**config.mk**
```make
export PLATFORM = sky130hd
export DESIGN_NAME = fetch_sequencer
export DESIGN_NICKNAME = d
export VERILOG_FILES = /design/src/rtl/cpu_defs.sv /design/src/rtl/npc_calc.sv /design/src/rtl/fetch_sequencer.sv
export SDC_FILE = /design/constraint.sdc
export NUM_CORES = 1
export LEC_CHECK = 0
export CAP_MARGIN = 40
export CORE_ASPECT_RATIO = 1.5
export CORE_MARGIN = 2
export CORE_UTILIZATION = 56
export CTS_CLUSTER_DIAMETER = 150
export CTS_CLUSTER_SIZE = 25
export DETAILED_ROUTE_END_ITERATION = 10
export HOLD_SLACK_MARGIN = 0.03
export PLACE_DENSITY = 0.85
export RECOVER_POWER = 50
export SKIP_CTS_REPAIR_TIMING = 1
export SLEW_MARGIN = 20
export SYNTH_ARGS = -nofsm -noshare
export SYNTH_HDL_FRONTEND = slang
export SYNTH_HIERARCHICAL = 1
export SYNTH_SLANG_ARGS = --single-unit
```
**constraint.sdc**
```tcl
create_clock -name clk -period 4.8 [get_ports clk]
set_input_delay 0.96 -clock clk [delete_from_list [all_inputs] [get_ports clk]]
set_output_delay 0.96 -clock clk [all_outputs]
set_load 0.005 [all_outputs]
```
**src/rtl/cpu_defs.sv**
```systemverilog
// Shared definitions for the CPU fetch/sequencing logic: opcodes, reset PC
// and the fetch state encoding.
package cpu_defs;

  localparam logic [31:0] RESET_PC = 32'h0000_0000;

  localparam logic [5:0] OP_RTYPE = 6'b000000;
  localparam logic [5:0] OP_J     = 6'b000010;
  localparam logic [5:0] OP_BEQ   = 6'b000100;
  localparam logic [5:0] OP_ADDI  = 6'b001000;
  localparam logic [5:0] HALT_OP  = 6'b111111;

  typedef enum logic [2:0] {
    FETCH_IDLE,
    FETCH_REQ,
    FETCH_EXEC,
    FETCH_PAUSE,
    FETCH_HALT
  } fetch_state_t;

  function automatic logic is_halt(input logic [31:0] inst);
    return inst[31:26] == HALT_OP;
  endfunction

endpackage

```
**src/rtl/npc_calc.sv**
```systemverilog
// Combinational next-PC selection: jump over taken branch over sequential.
// Kept standalone so a later pipelined fetch can reuse it unchanged.
module npc_calc
  import cpu_defs::*;
(
  input  logic [31:0] pc,
  input  logic [31:0] inst,
  input  logic        branch_taken,
  input  logic        jump,
  output logic [31:0] next_pc
);

  logic [31:0] pc_plus4;
  logic [31:0] branch_off;
  logic        unused_opcode;

  assign pc_plus4      = pc + 32'd4;
  assign branch_off    = {{14{inst[15]}}, inst[15:0], 2'b00};
  assign unused_opcode = ^inst[31:26];

  always_comb begin
    next_pc = pc_plus4;
    if (jump) begin
      next_pc = {pc_plus4[31:28], inst[25:0], 2'b00};
    end else if (branch_taken) begin
      next_pc = pc_plus4 + branch_off;
    end
  end

endmodule

```
**src/rtl/fetch_sequencer.sv**
```systemverilog
// Instruction fetch/sequencing controller: owns the PC, fetches over a
// req/ack handshake and presents each instruction for one commit cycle.
module fetch_sequencer
  import cpu_defs::*;
(
  input  logic        clk,
  input  logic        rst,
  input  logic        start,
  input  logic        step_mode,
  input  logic        step,
  output logic        imem_req,
  output logic [31:0] imem_addr,
  input  logic        imem_ack,
  input  logic [31:0] imem_rdata,
  input  logic        branch_taken,
  input  logic        jump,
  output logic [31:0] inst,
  output logic        inst_valid,
  output logic [31:0] pc,
  output logic        halted,
  output logic        busy
);

  fetch_state_t state_reg, state_next;
  logic [31:0]  pc_reg, pc_next;
  logic [31:0]  inst_reg, inst_next;
  logic [31:0]  npc;

  npc_calc u_npc_calc (
    .pc           (pc_reg),
    .inst         (inst_reg),
    .branch_taken (branch_taken),
    .jump         (jump),
    .next_pc      (npc)
  );

  always_ff @(posedge clk or posedge rst) begin
    if (rst) begin
      state_reg <= FETCH_IDLE;
      pc_reg    <= RESET_PC;
      inst_reg  <= 32'd0;
    end else begin
      state_reg <= state_next;
      pc_reg    <= pc_next;
      inst_reg  <= inst_next;
    end
  end

  always_comb begin
    state_next = state_reg;
    pc_next    = pc_reg;
    inst_next  = inst_reg;
    unique case (state_reg)
      FETCH_IDLE: begin
        if (start) state_next = FETCH_REQ;
      end
      FETCH_REQ: begin
        // Data is only captured here; acks in any other state are ignored.
        if (imem_ack) begin
          inst_next  = imem_rdata;
          state_next = FETCH_EXEC;
        end
      end
      FETCH_EXEC: begin
        if (is_halt(inst_reg)) begin
          state_next = FETCH_HALT;
        end else begin
          pc_next    = npc;
          state_next = step_mode ? FETCH_PAUSE : FETCH_REQ;
        end
      end
      FETCH_PAUSE: begin
        if (step || !step_mode) state_next = FETCH_REQ;
      end
      FETCH_HALT: begin
        if (start) begin
          pc_next    = RESET_PC;
          state_next = FETCH_REQ;
        end
      end
      default: state_next = FETCH_IDLE;
    endcase
  end

  // Outputs decode straight from state so reset drops imem_req immediately.
  assign imem_req   = (state_reg == FETCH_REQ);
  assign imem_addr  = pc_reg;
  assign inst       = inst_reg;
  assign pc         = pc_reg;
  assign inst_valid = (state_reg == FETCH_EXEC) && !is_halt(inst_reg);
  assign halted     = (state_reg == FETCH_HALT);
  assign busy       = (state_reg == FETCH_REQ) || (state_reg == FETCH_EXEC) ||
                      (state_reg == FETCH_PAUSE);

endmodule

```
**Yosys cells after proc, flatten, opt, wreduce, memory -nomap -nowiden**

Cells that the tools add are included.

- Register bits: 67
- Word-level logic and storage cells: 38
- Output and inout bits: 100

- Reduce and logical (&&, ||, !) cells: 12
- $add $sub $neg: 2
- Equal/unequal tests: 10
- Muxes and demuxes: 11

Operator list:

| cell | count |
|---|---|
| 32-bit 2-to-1 mux | 4 |
| 32-bit case mux with 2 select lines | 1 |
| 32-bit by 3-bit adder with 32-bit output, second input constant | 1 |
| 32-bit adder | 1 |
| 3-bit 2-to-1 mux | 4 |
| 3-bit case mux with 4 select lines | 1 |
| 3-bit by 2-bit equality test with 1-bit output, second input constant | 2 |
| 6-bit equality test, second input constant | 1 |
| 2-bit inequality test, second input constant | 3 |
| 3-bit AND reduction | 2 |
| 2-bit by 1-bit inequality test with 1-bit output, second input constant | 2 |
| 3-bit by 1-bit equality test with 1-bit output, second input constant | 1 |
| 3-bit equality test, second input constant | 1 |
| 3-bit logical NOT | 1 |
| 1-bit logical OR | 3 |
| 1-bit logical NOT | 2 |
| 2-bit 2-to-1 mux | 1 |
| 2-bit AND reduction | 1 |
| 2-bit nonzero test | 1 |
| 2-bit OR reduction | 1 |
| 1-bit logical AND | 1 |

**Longest topological paths before layout**

- Depth after elaboration: 6
- Gate-level depth with buffers: 16
- Mapped depth without buffers: 15

**Cells and area by module**

The synthesis kept the hierarchy.

Modules (own cells, without submodules):

| module | area an instance (sq um) | times used | cells each |
|---|---|---|---|
| fetch_sequencer | 3111.7 | 1 | 264 |
| npc_calc | 3084.2 | 1 | 452 |

**Worst setup path after synthesis**

No wires, ideal clock.

- Kind: reg-to-reg
- Start point: register pc_reg[8], in the netlist imem_addr[8]
- End point: register pc_reg[28], in the netlist imem_addr[28]
- Data arrival time: 3116 ps
- Cell stages (with the launch flop): 16
- Data required time: 4721 ps
- Slack: 1605 ps
- Path through: dfrtp_1 -> and4_1 -> buf_4 -> nand4_4 -> nor3_1 -> xor2_1 -> ha_1 -> a21o_1 -> a21o_1 -> a21o_1 -> a211o_1 -> a221oi_2 -> a211oi_1 -> nor3_2 -> inv_1 -> mux2i_1

- Word-level cells in the longest chain between the ends: 6

Ends and longest elaborated chain:

| item | RTL line | RTL |
|---|---|---|
| start: declaration | fetch_sequencer.sv:25 | `logic [31:0] pc_reg, pc_next;` |
| start signal: assignment | fetch_sequencer.sv:44 | `pc_reg <= pc_next;` |
| 32-bit by 3-bit adder with 32-bit output * | npc_calc.sv:17 | `assign pc_plus4 = pc + 32'd4;` |
| 32-bit adder | npc_calc.sv:26 | `next_pc = pc_plus4 + branch_off;` |
| 32-bit 2-to-1 mux | npc_calc.sv:25 | `end else if (branch_taken) begin` |
| 32-bit 2-to-1 mux * | npc_calc.sv:23 | `if (jump) begin` |
| net npc[28] | fetch_sequencer.sv:27 | `logic [31:0] npc;` |
| 32-bit 2-to-1 mux * | fetch_sequencer.sv:65 | `if (is_halt(inst_reg)) begin` |
| 32-bit case mux with 2 select lines * | fetch_sequencer.sv:53 | `unique case (state_reg)` |

Mark *: on every way through the listed nets, which the timed path passes. The rest lies on a longest branch. The select of a mux whose other input is x is not followed.
A chain may end at the register's enable or synchronous reset.

**Final worst setup path**

- Start point: register pc_reg[8], in the netlist imem_addr[8]
- End point: register pc_reg[23], in the netlist imem_addr[23]

- Word-level cells in the longest chain between the ends: 6

Ends and longest elaborated chain:

| item | RTL line |
|---|---|
| 32-bit by 3-bit adder with 32-bit output * | npc_calc.sv:17 |
| 32-bit adder | npc_calc.sv:26 |
| 32-bit 2-to-1 mux * | npc_calc.sv:25 |
| 32-bit 2-to-1 mux * | npc_calc.sv:23 |
| net npc[23] | fetch_sequencer.sv:27 |
| 32-bit 2-to-1 mux * | fetch_sequencer.sv:65 |
| 32-bit case mux with 2 select lines * | fetch_sequencer.sv:53 |

Marks and branches as above.

==> results by group <==
Layout
  – Final instance area: 0.00774 mm^2
  – Fill count: 906
  – Layout cells sized above 1: 10.7%
  – N_diodes: 0
  – Most frequent cells in the layout: 95 x clkdlybuf4s50_1, 90 x nand2_1, 67 x dfrtp_1, 51 x a21oi_1, 49 x inv_1
  – Final nets: 892
  – Area Growth Syn to Fin: 25.0%
  – Most common cell after layout, fill and taps aside: clkdlybuf4s50_1

Global route
  – First-pass GRT wire length: 31.5 mm
  – Vias in the first global route: 5929
  – Initial antenna violation count: 0
  – Global Route Usage Sum: 33.6%
  – Largest net degree at the start of global routing: 40
  – Global route overflow: 0

Routing
  – DRC Markers: 0
  – Total number of vias: 5923
  – DRT met1 WL: 7.22 mm
  – DR WL met3: 1.20 mm
  – Max Used Layer: met4
  – Wire per inst: 21.0 um
  – Met2 WL post-DR: 10.5 mm
  – Drt total wl: 20.3 mm
  – Final ANT Viol Nets: 0
  – Via density: 6.13
  – 1st-pass router iterations: 5
  – Initial DRC Count: 393

Clock network
  – Clk_lat worst skew: 0.34 ns
  – Clock root cell: clkbuf_16
  – Clock buffer depth: 2
  – CTS tree: done
  – TritonCTS Sinks: 67
  – Total clock buffers created by CTS: 9
  – CTS clk-pin slew, worst paths: 0.06 ns
  – H-tree Lvls: 3

Yosys
  – Synth Instances: 716
  – Ys async rst share: 100%
  – Register area share after synthesis: 27.1%
  – Net Count, Synth: 794
  – Syn. warnings: 6
  – Flop and latch count out of synthesis: 67
  – Syn avg cell area: 8.65 um^2
  – Distinct cell type count after synthesis: 72
  – EDFF count, synth: 0
  – Synth Flop Type: dfrtp_1
  – Synthesized area: 0.00620 mm^2

Floorplan
  – IO Count: 140
  – Num rows: 47
  – CORE AREA: 0.0109 mm^2
  – DIE HEIGHT: 133 um
  – Starting Density: 56.6%
  – Die X: 89.9 um
  – Die area: 0.0119 mm^2

Timing
  – Crit share post-route: 90.5%
  – Rel. slew slack: -15.8%
  – RSZ-0062 raised after global routing: no
  – Final hold slack: 0.533 ns
  – Setup TNS: 0 ns
  – Worst-Margin Slew: 1.74 ns
  – Number of hold violations in the final report: 0
  – Final Critical Period: 4.35 ns
  – Slew Limit Fails: 32
  – Final setup viols: 0
  – Skew final: 0.0107 ns
  – Final WS setup: 0.454 ns
  – Fmax: 0.230 GHz

Placement
  – HPWL after detailed placement: 15.2 mm
  – Area after DPL: 0.00746 mm^2
  – Input/output buffers: 139
  – Gpl congestion: 0.991
  – Setup WS pre-CTS: 0.533 ns

Setup path
  – Category of the worst setup path launch point: flop
  – CP Capture Type: flop
  – Critical path class: flop to flop
  – Critical path arrival: 4.61 ns
  – CP Max Fanout: 8
  – Critical path required time: 5.06 ns

Power and ir drop
  – PwrDens: 858 mW/mm^2
  – VDD IR-drop max: 0.551 mV
  – Lkg Pwr: 3.62 nW
  – Power, Total: 6.64 mW

Status
  – Status: finished, violations left
  – Failing checks: max-capacitance violations, max-slew violations

Flow run
  – Max-cap violations: 1

Worst hold path
  – Worst hold path class: flop to flop
layout make-up:
class	count	area [um^2]	area share (%)
multi-input cells	537	3900	50.4
flip-flops and latches	67	1680	21.6
repair buffers	150	1500	19.3
clock buffers	11	243	3.13
inverters	49	184	2.37
well taps	147	184	2.37
clock inverters	5	60.1	0.775
kinds of logic after synthesis:
group	count (synthesis)	share of synthesized area (%)
simple gates	223	19.0
compound gates	163	17.9
buf+inv	112	9.92
mux	71	12.3
flops	67	27.1
xor+xnor	42	6.06
fa+ha+maj	38	7.79
worst paths after layout:
path                                          startpoint                         to  slack, ns  cells after the start
worst max-delay path            imem_addr[8]$_DFFE_PP0P_  imem_addr[23]$_DFFE_PP0P_       0.45                     15
worst min-delay path                inst[28]$_DFFE_PP0P_       inst[28]$_DFFE_PP0P_       0.53                      1
max in group asynchronous                            rst  imem_addr[31]$_DFFE_PP0P_       1.30                      4
worst min register to register      inst[28]$_DFFE_PP0P_       inst[28]$_DFFE_PP0P_       0.53                      1
min in group asynchronous                            rst       inst[29]$_DFFE_PP0P_       1.01                      2
worst max register to register  imem_addr[8]$_DFFE_PP0P_  imem_addr[23]$_DFFE_PP0P_       0.45                     15
routing by layer:
metal | global-route usage [%] | vias up
met3 | 4.44 | 76
met5 | 0 | -
met4 | 22.3 | 0
met2 | 60.3 | 292
li1 | - | 2730
met1 | 36.9 | 2825
per-stage QoR:
stage	utilization, %	instances
detailed placement	68.2	949
floorplan	-	716
global route	70.8	966
finish	70.8	966
global placement	67.8	947
CTS	70.9	965
worst max-delay path, stage by stage (launching register included):
cell and delay, ns:
dfrtp_1 0.47, and4_1 0.42, nand3_4 0.13, nor3_4 0.34, nand2_1 0.12, xnor2_1 0.25, ha_1 0.37, a21oi_1 0.33
o21ai_1 0.15, or2_2 0.32, o21ai_0 0.31, o21ai_0 0.14, a311oi_1 0.64, a21o_1 0.15, inv_1 0.04, mux2i_1 0.11
synthesized netlist by cell type, types with 8 or more instances:
| master | n | area [um^2] |
|---|---|---|
| and3_1 | 11 | 68.8 |
| nor3_1 | 14 | 70.1 |
| o21ai_0 | 24 | 120 |
| mux2i_1 | 36 | 360 |
| clkbuf_1 | 11 | 41.3 |
| nand4_1 | 18 | 113 |
| mux2_2 | 33 | 372 |
| a21oi_1 | 51 | 255 |
| nor2_1 | 30 | 113 |
| and4_1 | 8 | 70.1 |
| xor2_1 | 19 | 166 |
| ha_1 | 37 | 463 |
| a21o_1 | 19 | 143 |
| xnor2_1 | 22 | 193 |
| nand3_1 | 16 | 80.1 |
| dfrtp_1 | 67 | 1680 |
| nand2_1 | 90 | 338 |
| buf_4 | 35 | 263 |
| inv_1 | 49 | 184 |
power by group:
group / switching [mW] / internal [mW] / leakage, nW
registers: 0.457 / 0.842 / 0.795
logic: 2.50 / 2.16 / 2.68
clock network: 0.266 / 0.419 / 0.146
total: 3.23 / 3.42 / 3.62
Note: power is estimated with default switching activity, not from simulation.
